## src/rtl/bus_arbiter.sv

```systemverilog
// Round-robin bus arbiter with a mandatory turnaround cycle between owners
// and a hold limit that preempts a long-running owner when others are waiting.
module bus_arbiter #(
    parameter int NUM_MASTERS = 4,
    parameter int OWNER_W     = 2,
    parameter int MAX_HOLD    = 16
) (
    input  logic                   clk,
    input  logic                   reset_,
    input  logic [NUM_MASTERS-1:0] req,
    input  logic                   bus_busy,
    output logic [NUM_MASTERS-1:0] grant,
    output logic [OWNER_W-1:0]     owner,
    output logic                   bus_valid,
    output logic                   preempted,
    output logic [1:0]             dbg_state
);

    localparam int HOLD_W = (MAX_HOLD < 1) ? 1 : $clog2(MAX_HOLD + 1);

    typedef enum logic [1:0] {
        IDLE    = 2'd0,
        GRANTED = 2'd1,
        TURN    = 2'd2
    } state_t;

    state_t                 state, state_n;
    logic [NUM_MASTERS-1:0] grant_n;
    logic [OWNER_W-1:0]     owner_n;
    logic [OWNER_W-1:0]     last, last_n;
    logic [HOLD_W-1:0]      hold, hold_n;
    logic                   pre_n;

    logic [OWNER_W-1:0]     sel;
    logic                   sel_found;
    int                     idx;
    logic                   other_req;
    logic                   preempt_fire;

    // First requester scanning upward from last+1, wrapping.
    always_comb begin
        sel       = '0;
        sel_found = 1'b0;
        idx       = 0;
        for (int i = 1; i <= NUM_MASTERS; i++) begin
            idx = (int'(last) + i) % NUM_MASTERS;
            if (!sel_found && req[idx[OWNER_W-1:0]]) begin
                sel_found = 1'b1;
                sel       = idx[OWNER_W-1:0];
            end
        end
    end

    assign other_req    = |(req & ~grant);
    assign preempt_fire = (MAX_HOLD != 0) && (hold == HOLD_W'(MAX_HOLD))
                          && other_req && !bus_busy;

    always_comb begin
        state_n = state;
        grant_n = grant;
        owner_n = owner;
        last_n  = last;
        hold_n  = hold;
        pre_n   = 1'b0;
        case (state)
            IDLE: begin
                if (sel_found) begin
                    state_n = GRANTED;
                    grant_n = NUM_MASTERS'(1) << sel;
                    owner_n = sel;
                    hold_n  = HOLD_W'(1);
                end
            end
            GRANTED: begin
                // A release on the same cycle as a preemption is a plain release.
                if (!req[owner]) begin
                    state_n = TURN;
                    grant_n = '0;
                    last_n  = owner;
                    hold_n  = '0;
                end else if (preempt_fire) begin
                    state_n = TURN;
                    grant_n = '0;
                    last_n  = owner;
                    hold_n  = '0;
                    pre_n   = 1'b1;
                end else if ((MAX_HOLD != 0) && (hold != HOLD_W'(MAX_HOLD))) begin
                    hold_n = hold + HOLD_W'(1);
                end
            end
            TURN: begin
                state_n = IDLE;
            end
            default: begin
                state_n = IDLE;
                grant_n = '0;
            end
        endcase
    end

    always_ff @(posedge clk or negedge reset_) begin
        if (!reset_) begin
            state     <= IDLE;
            grant     <= '0;
            owner     <= '0;
            last      <= OWNER_W'(NUM_MASTERS - 1);
            hold      <= '0;
            preempted <= 1'b0;
        end else begin
            state     <= state_n;
            grant     <= grant_n;
            owner     <= owner_n;
            last      <= last_n;
            hold      <= hold_n;
            preempted <= pre_n;
        end
    end

    assign bus_valid = |grant;
    assign dbg_state = state;

endmodule

```

## config.mk

```make
export PLATFORM = sky130hd
export DESIGN_NAME = bus_arbiter
export DESIGN_NICKNAME = d
export VERILOG_FILES = /design/src/rtl/bus_arbiter.sv
export SDC_FILE = /design/constraint.sdc
export NUM_CORES = 1
export LEC_CHECK = 0
export CAP_MARGIN = 10
export CORE_MARGIN = 2
export CORE_UTILIZATION = 40
export CTS_CLUSTER_SIZE = 28
export DETAILED_ROUTE_END_ITERATION = 8
export PLACE_DENSITY_LB_ADDON = 0.3
export SETUP_SLACK_MARGIN = 0.1
export SLEW_MARGIN = 20
export SYNTH_ARGS = -nofsm -noshare
export SYNTH_HDL_FRONTEND = slang
export SYNTH_SLANG_ARGS = --single-unit
```

## constraint.sdc

```tcl
create_clock -name clk -period 2.4 [get_ports clk]
set_clock_uncertainty 0.2 [all_clocks]
set_input_delay 0.36 -clock clk [delete_from_list [all_inputs] [get_ports clk]]
set_output_delay 0.36 -clock clk [all_outputs]
set_load 0.02 [all_outputs]
```

* Yosys cells after proc, flatten, opt, wreduce, memory -nomap -nowiden *
Index checks and enable logic that the tools add are counted.

storage, ports and cells
  flip-flop bits (word level) = 16
  latch bits = 0
  RAM bits = 0
  bits in read-only memories = 0
  input port bits = 7
  output and inout bits = 10
  word-level logic and storage cells = 82
  memories kept = 0

operators by class
  add/subtract/negate cells = 5
  multipliers = 0
  div/mod/pow operators = 0
  order comparisons = 5
  eq/ne operators = 8
  shifts and indexed selects = 1
  muxes and demuxes = 36
  bitwise logic cells = 3
  reductions and logical operators = 18

operators with widths
  operator             number
  $mux 5               4
  $mux 2               9
  $lt 2x3->1 const B   5
  $mux 1               12
  $mux 4               3
  $pmux 4 s3           1
  $bmux 1 s2           5
  $pmux 5 s2           1
  $reduce_or 4->1      2
  $reduce_and 2->1     3
  $reduce_and 3->1     2
  $add 5x1->5 const B  1
  $eq 5x5->1 const B   1
  $logic_and 1x1->1    5
  $ne 5x5->1 const B   1
  $add 2x1->2 const B  2
  $add 2x2->2 const B  2
  $and 4x4->4          1
  $logic_not 1->1      4
  $ne 2x2->1 const B   2
  $ne 4x4->1 const B   1
  $not 4->4            1
  $pmux 2 s2           1
  $shl 1x2->4 const A  1
  other kinds (6)      6

* Longest topological paths before layout *
Gate-level depths: netlist of the first run.

  word-level depth = 16
  depth in mapped cells = 6
  gate-level depth less buffers = 6

* Worst setup path before layout of the first run *
Ideal clock, no wire load.

  kind = register -> register
  from = reg grant[2]
  to = reg last[0]
  setup time = 82 ps
  data arrival time = 1415 ps
  data required time = 2118 ps
  slack = 703 ps
  stages on the path, launching flop included = 6
  buffers on the path = 0
  clock period less this slack = 1697 ps
  cell sequence = dfrtp_1 nand2b_1 a41o_1 o21ai_2 nand2b_2 mux2_4

between the ends
  cells in the longest elaborated chain, start to end = 7

ends and longest elaborated chain
  what                            RTL line  source
  start: declaration              12        output logic [NUM_MASTERS-1:0] grant,
  start signal: assignment        111       grant <= grant_n;
  $not 4->4                       54        assign other_req = |(req & ~grant);
  $and 4x4->4                     54
  $reduce_or 4->1                 54
  $logic_and 1x1->1 (2 in a row)  56        && other_req && !bus_busy;
  $ne 2x2->1 (no line)            -
  $reduce_and 2->1 (no line)      -
  end signal: assignment          106       last <= OWNER_W'(NUM_MASTERS - 1);
  end signal: assignment          113       last <= last_n;
  end: declaration                30        logic [OWNER_W-1:0] last, last_n;

Every way passes these cells.
A chain may end at the register's enable or synchronous reset.

* Final worst setup path of the first run *
  from = reg grant[0]
  to = out bus_valid

between the ends
  cells in the longest elaborated chain, start to end = 1

ends and longest elaborated chain
  what              RTL line  source
  $reduce_or 4->1   119       assign bus_valid = |grant;
  end: declaration  14        output logic bus_valid,

Every way passes these cells.

==> results.toml, run 1 <==
[clock_network]
clk_pin_slew_ps = 100
clkSinkCount = 16
post_cts_buffers = 0
cts_made_buffers = 3
cts_tree = "yes"
root_buffer = "clkbuf_4"
htreeDepth = 1
cts_buffer_depth = 2
clk_latency_ps = 290

[finish]
n_antenna_cell = 0
nFillCells = 208
drive_above_1_share_pct = 12.5
nNetsFinal = 122
regArea_um2 = 403
multi_input_area_um2 = 505
design_area_um2 = 1160
syn_to_final_growth_pct = 24.4

[floorplan]
die-area_um2 = 2740
rows = 17
io_pins = 17
fp.dieH_um = 52.3
core_area_um2 = 2210
dieWidth_um = 52.3
start_util_pct = 42.3

[drt]
finalWirelength_um = 1970
via_per_inst = 5.39
wl_per_cell_um = 14.1
drt_iter0_drc = 17
first_pass_iters = 4
vias = 754
drc = 0
ant_nets = 0

[synthesis]
synth.top_cell.area_share_pct = 37.5
yosysSeqAreaShare_pct = 43.1
ys.flop_type = "dfrtp_1"
synth_area_per_cell_um2 = 10.3
synth_fp_nets = 100
yosysTopAreaCell = "dfrtp_1"
synth_cells = 91
ys_ff_latch = 16
synth_cell_types = 37
syn_area_um2 = 935
synth_edf_count = 0
yosysWarnings = 0
async_reset_ff_share_pct = 100
yosys.cell_count.top_type = "dfrtp_1"
synth_area_leaders = "dfrtp_1 37%, dfstp_2 5.6%, nand2b_1 5.4%"
synthTopCellsByCount = "14 x dfrtp_1, 8 x nand2b_1, 7 x inv_1"

[global_routing]
grt_max_degree = 17
grt_pass1_vias = 749
track_usage_pct = 17.3
grt_pass1_wl_um = 3420
antenna_found_initial = 0
grt_remaining_overflow = 0

[sta]
fin_crit_ps = 2110
worst_pin_slew_ps = 712
fin_crit_sh_pct = 87.9
rsz0062_at_grt = "false"
timing.fmax_mhz = 474
maxSlewViolCount = 0
setup_viol = 0
setup-tns-final_ps = 0
slew_headroom_pct = 52.4
hold_viol = 0

[placement]
dp_hpwl_um = 1450
placed_cell_area_um2 = 1140
gp_congestion = 0.824
port_buffers = 16

[run]
maxCapViolations = 0

[worst_setup_path]
worstPathCellList = "or4_1, dlygate4sd2_1"
crit_fanout = 4
criticalPathCategory = "register to primary output"
startpoint_type = "register"
max_stage_delay_ps = 510
critPathBufInv = 1
cpMaxStageDelayCell = "or4_1"
critPathCaptureType = "primary output"
required_ps = 1840
crit_family = "simple AND/OR/NAND/NOR gates"
critPathArrivalTime_ps = 1550

[hold_path]
hold_class = "primary input to async pin"

[pwr]
leakagePower_nw = 0.509
powerDensity_nw_per_um2 = 1240
ir_drop_mv = 0.546

[outcome]
status = "complete, no violations"
==> worst reg2reg max path, delay by kind of cell (launching register included) <==
kind / cells / cell delay [ps]
flip-flops: 1 / 450
AND/OR/NAND/NOR: 2 / 530
AO/OA/AOI/OAI: 3 / 520
==> layout make-up <==
type | instances | share of cell area [%]
inverters | 7 | 2.26
flip-flops and latches | 16 | 34.7
clock buffers | 4 | 2.26
multi-input cells | 68 | 43.5
well taps | 28 | 3.01
repair buffers | 17 | 14.3
==> cell usage in the layout, fill, tap and decap left out, drive strengths merged, types with 3 or more instances in the layout <==
cell / count
nand3: 3
nand2b: 9
o21ai: 9
nand2: 5
o2bb2ai: 4
clkbuf: 4
mux2i: 3
dfrtp: 14
clkdlybuf4s50: 15
nor2: 3
inv: 7
==> cell families (layout without fill, tap and decap cells) <==
family | count (synthesis) | after routing | synth area share, %
flops | 16 | 16 | 43.1
fa+ha+maj | 2 | 2 | 2.68
simple gates | 33 | 33 | 23.3
buf+inv | 7 | 28 | 2.81
xor+xnor | 2 | 2 | 1.87
mux | 5 | 5 | 6.43
compound gates | 26 | 26 | 19.8
==> final timing paths <==
| path | start | endpoint | slack [ps] | depth (start not counted) |
|---|---|---|---|---|
| setup / recovery | grant[0]$_DFFE_PN0P_ | bus_valid | 290 | 2 |
| hold / removal | reset_ | dbg_state[1]$_DFFE_PN0P_ | 280 | 1 |
| setup reg to reg | dbg_state[1]$_DFFE_PN0P_ | grant[0]$_DFFE_PN0P_ | 620 | 5 |
| hold reg to reg | grant[3]$_DFFE_PN0P_ | grant[3]$_DFFE_PN0P_ | 350 | 1 |
| max in group asynchronous | reset_ | grant[0]$_DFFE_PN0P_ | 1260 | 1 |
| min in group clk | grant[3]$_DFFE_PN0P_ | grant[3]$_DFFE_PN0P_ | 350 | 1 |
==> per-layer routing <==
| layer | wire, um | global-route usage (%) |
|---|---|---|
| met3 | 105 | 5.14 |
| met4 | 26 | 7.69 |
| met1 | 907 | 23.3 |
| met2 | 929 | 25.2 |
| met5 | 0 | 0 |
==> through the flow <==
stage | std cells | power (mW) | setup slack (ps) | hold WS, ps | util [%]
after global routing | 140 | 1.56 | 230 | 345 | 52.5
final | 140 | 1.44 | 290 | 283 | 52.5
after detailed placement | 136 | 1.31 | 219 | 329 | 51.4
after global placement | 136 | 1.31 | 204 | 325 | 51.4
after CTS | 140 | 1.45 | 284 | 327 | 52.5
after floorplan | 91 | 1.01 | 703 | -136 | -
==> sequential cells by signal, indices dropped and copies added (netlist names) <==
register   flops
preempted      1
grant          4
hold           5
dbg_state      2
owner          2
last           2
==> what timing repair did <==
item	CTS	global route
hold buffers	0	0
endpoints found under the setup margin	1	0
gates resized for setup	1	0
==> power by group <==
group	internal, mW	switching [mW]	leakage (nW)
Sequential	0.382	0.126	0.202
Clock	0.0647	0.0874	0.0150
Combinational	0.385	0.395	0.292
Total	0.832	0.608	0.509
Note: power is estimated with default switching activity, not from simulation.
==> run 2, diff against run 1 <==
- CTS_BUF_LIST: not set -> sky130_fd_sc_hd__clkbuf_4
- SLEW_MARGIN: 20 -> not set
==> run 2 against run 1 <==
  * Clock power up 6%
  * Register-to-register slack about the same
  * Critical path depth unchanged
  * Cell count unchanged
  * Largest cell class unchanged
  * Global-route usage unchanged
  * Die area unchanged
  * Wire length down 0.71%
==> results.toml, run 2 (synthesis results as in run 1) <==
[floorplan]
fp.dieH_um = 52.3
start_util_pct = 42.3
rows = 17
core_area_um2 = 2210
die-area_um2 = 2740
io_pins = 17
dieWidth_um = 52.3

[placement]
place_ws_ps = 219
dp_hpwl_um = 1450
port_buffers = 16
placed_cell_area_um2 = 1140
gp_congestion = 0.824

[pwr]
powerDensity_nw_per_um2 = 1240
leakagePower_nw = 0.513
ir_drop_mv = 0.546
p_total_mw = 1.45

[worst_setup_path]
required_ps = 1840
startpoint_type = "register"
critPathCaptureType = "primary output"
critPathArrivalTime_ps = 1550
criticalPathCategory = "register to primary output"
crit_fanout = 4

[finish]
drive_above_1_share_pct = 13.4
reg.largest.list = "hold (5), grant (4)"
syn_to_final_growth_pct = 24.8
n_antenna_cell = 0
nNetsFinal = 122
final_cell_mix = "15 x clkdlybuf4s50_1, 14 x dfrtp_1, 8 x nand2b_1"
top_register = "hold"
largest_reg_flops = 5
final_util_pct = 52.7
layout_commonest_cell = "clkdlybuf4s50_1"
design_area_um2 = 1170

[drt]
vias = 756
wl_per_cell_um = 14.0
drt_iter0_drc = 18
via_per_inst = 5.40
finalWirelength_um = 1960
first_pass_iters = 4
ant_nets = 0
drc = 0

[global_routing]
antenna_found_initial = 0
grt_max_degree = 17
grt_remaining_overflow = 0
grt_pass1_wl_um = 3420
track_usage_pct = 17.3
grt_pass1_vias = 749

[sta]
hold_viol = 0
slew_headroom_pct = 51.9
finalWorstSetupSlack_ps = 293
setup_viol = 0
fin_crit_ps = 2110
worst_pin_slew_ps = 719
fin_crit_sh_pct = 87.8
timing.fmax_mhz = 475
maxSlewViolCount = 0
setup-tns-final_ps = 0
rsz0062_at_grt = "false"

[run]
maxCapViolations = 0

[clock_network]
clkSinkCount = 16
cts_tree = "yes"
cts_made_buffers = 3
clk_latency_ps = 290
clk_pin_slew_ps = 100
root_buffer = "clkbuf_4"
htreeDepth = 1
post_cts_buffers = 0
cts_hold_buf = 0
cts_buffer_depth = 2

[hold_path]
hold_class = "primary input to async pin"

[outcome]
status = "complete, no violations"
-- run 2: per-stage QoR --
step | instances | hold WS [ps]
6_report | 140 | 288
3_5_place_dp | 136 | 329
5_1_grt | 140 | 345
4_1_cts | 140 | 327
3_3_place_gp | 136 | 325
2_1_floorplan | 91 | -136
-- run 2: path summary, 6_finish.rpt --
kind / slack [ps] / depth (start not counted) / startpoint / endpoint
max: 290 / 2 / grant[0]$_DFFE_PN0P_ / bus_valid
min: 290 / 1 / reset_ / dbg_state[1]$_DFFE_PN0P_
max reg2reg: 620 / 5 / dbg_state[1]$_DFFE_PN0P_ / grant[0]$_DFFE_PN0P_
min reg2reg: 350 / 1 / grant[3]$_DFFE_PN0P_ / grant[3]$_DFFE_PN0P_
max in group asynchronous: 1250 / 1 / reset_ / grant[0]$_DFFE_PN0P_
min in group clk: 350 / 1 / grant[3]$_DFFE_PN0P_ / grant[3]$_DFFE_PN0P_
-- run 2: final cells by class --
class                           instances  area (um^2)
Timing Repair Buffer                   17          166
Fill cell                             208         1050
Multi-Input combinational cell         68          505
Tap cell                               28         35.0
Clock buffer                            4         30.0
Inverter                                7         26.3
Sequential cell                        16          403
-- run 2: routing by layer --
| layer | GRT usage, % | wire length, um |
|---|---|---|
| met1 | 23.3 | 910 |
| met5 | 0 | 0 |
| met2 | 25.2 | 915 |
| met4 | 7.69 | 28 |
| met3 | 5.14 | 100 |
-- run 2: report_power, final --
group / switching (mW) / internal [mW]
registers: 0.126 / 0.382
logic: 0.394 / 0.385
clock network: 0.0853 / 0.0760
-- run 2: critical path, stage by stage (launching register included) --
cell	delay, ps
dfrtp_1	420
or4_1	510
dlygate4sd2_1	330
-- run 2: repair_timing --
item,CTS,global route
endpoints found under the setup margin,1,0
gates resized for setup,1,0
endpoints found under the hold margin,0,0
==> run 3, diff against run 2 <==
- SLEW_MARGIN: not set -> 10
==> results of run 3 <==
No change in the layout: final DEF, timing and power equal those of run 2.
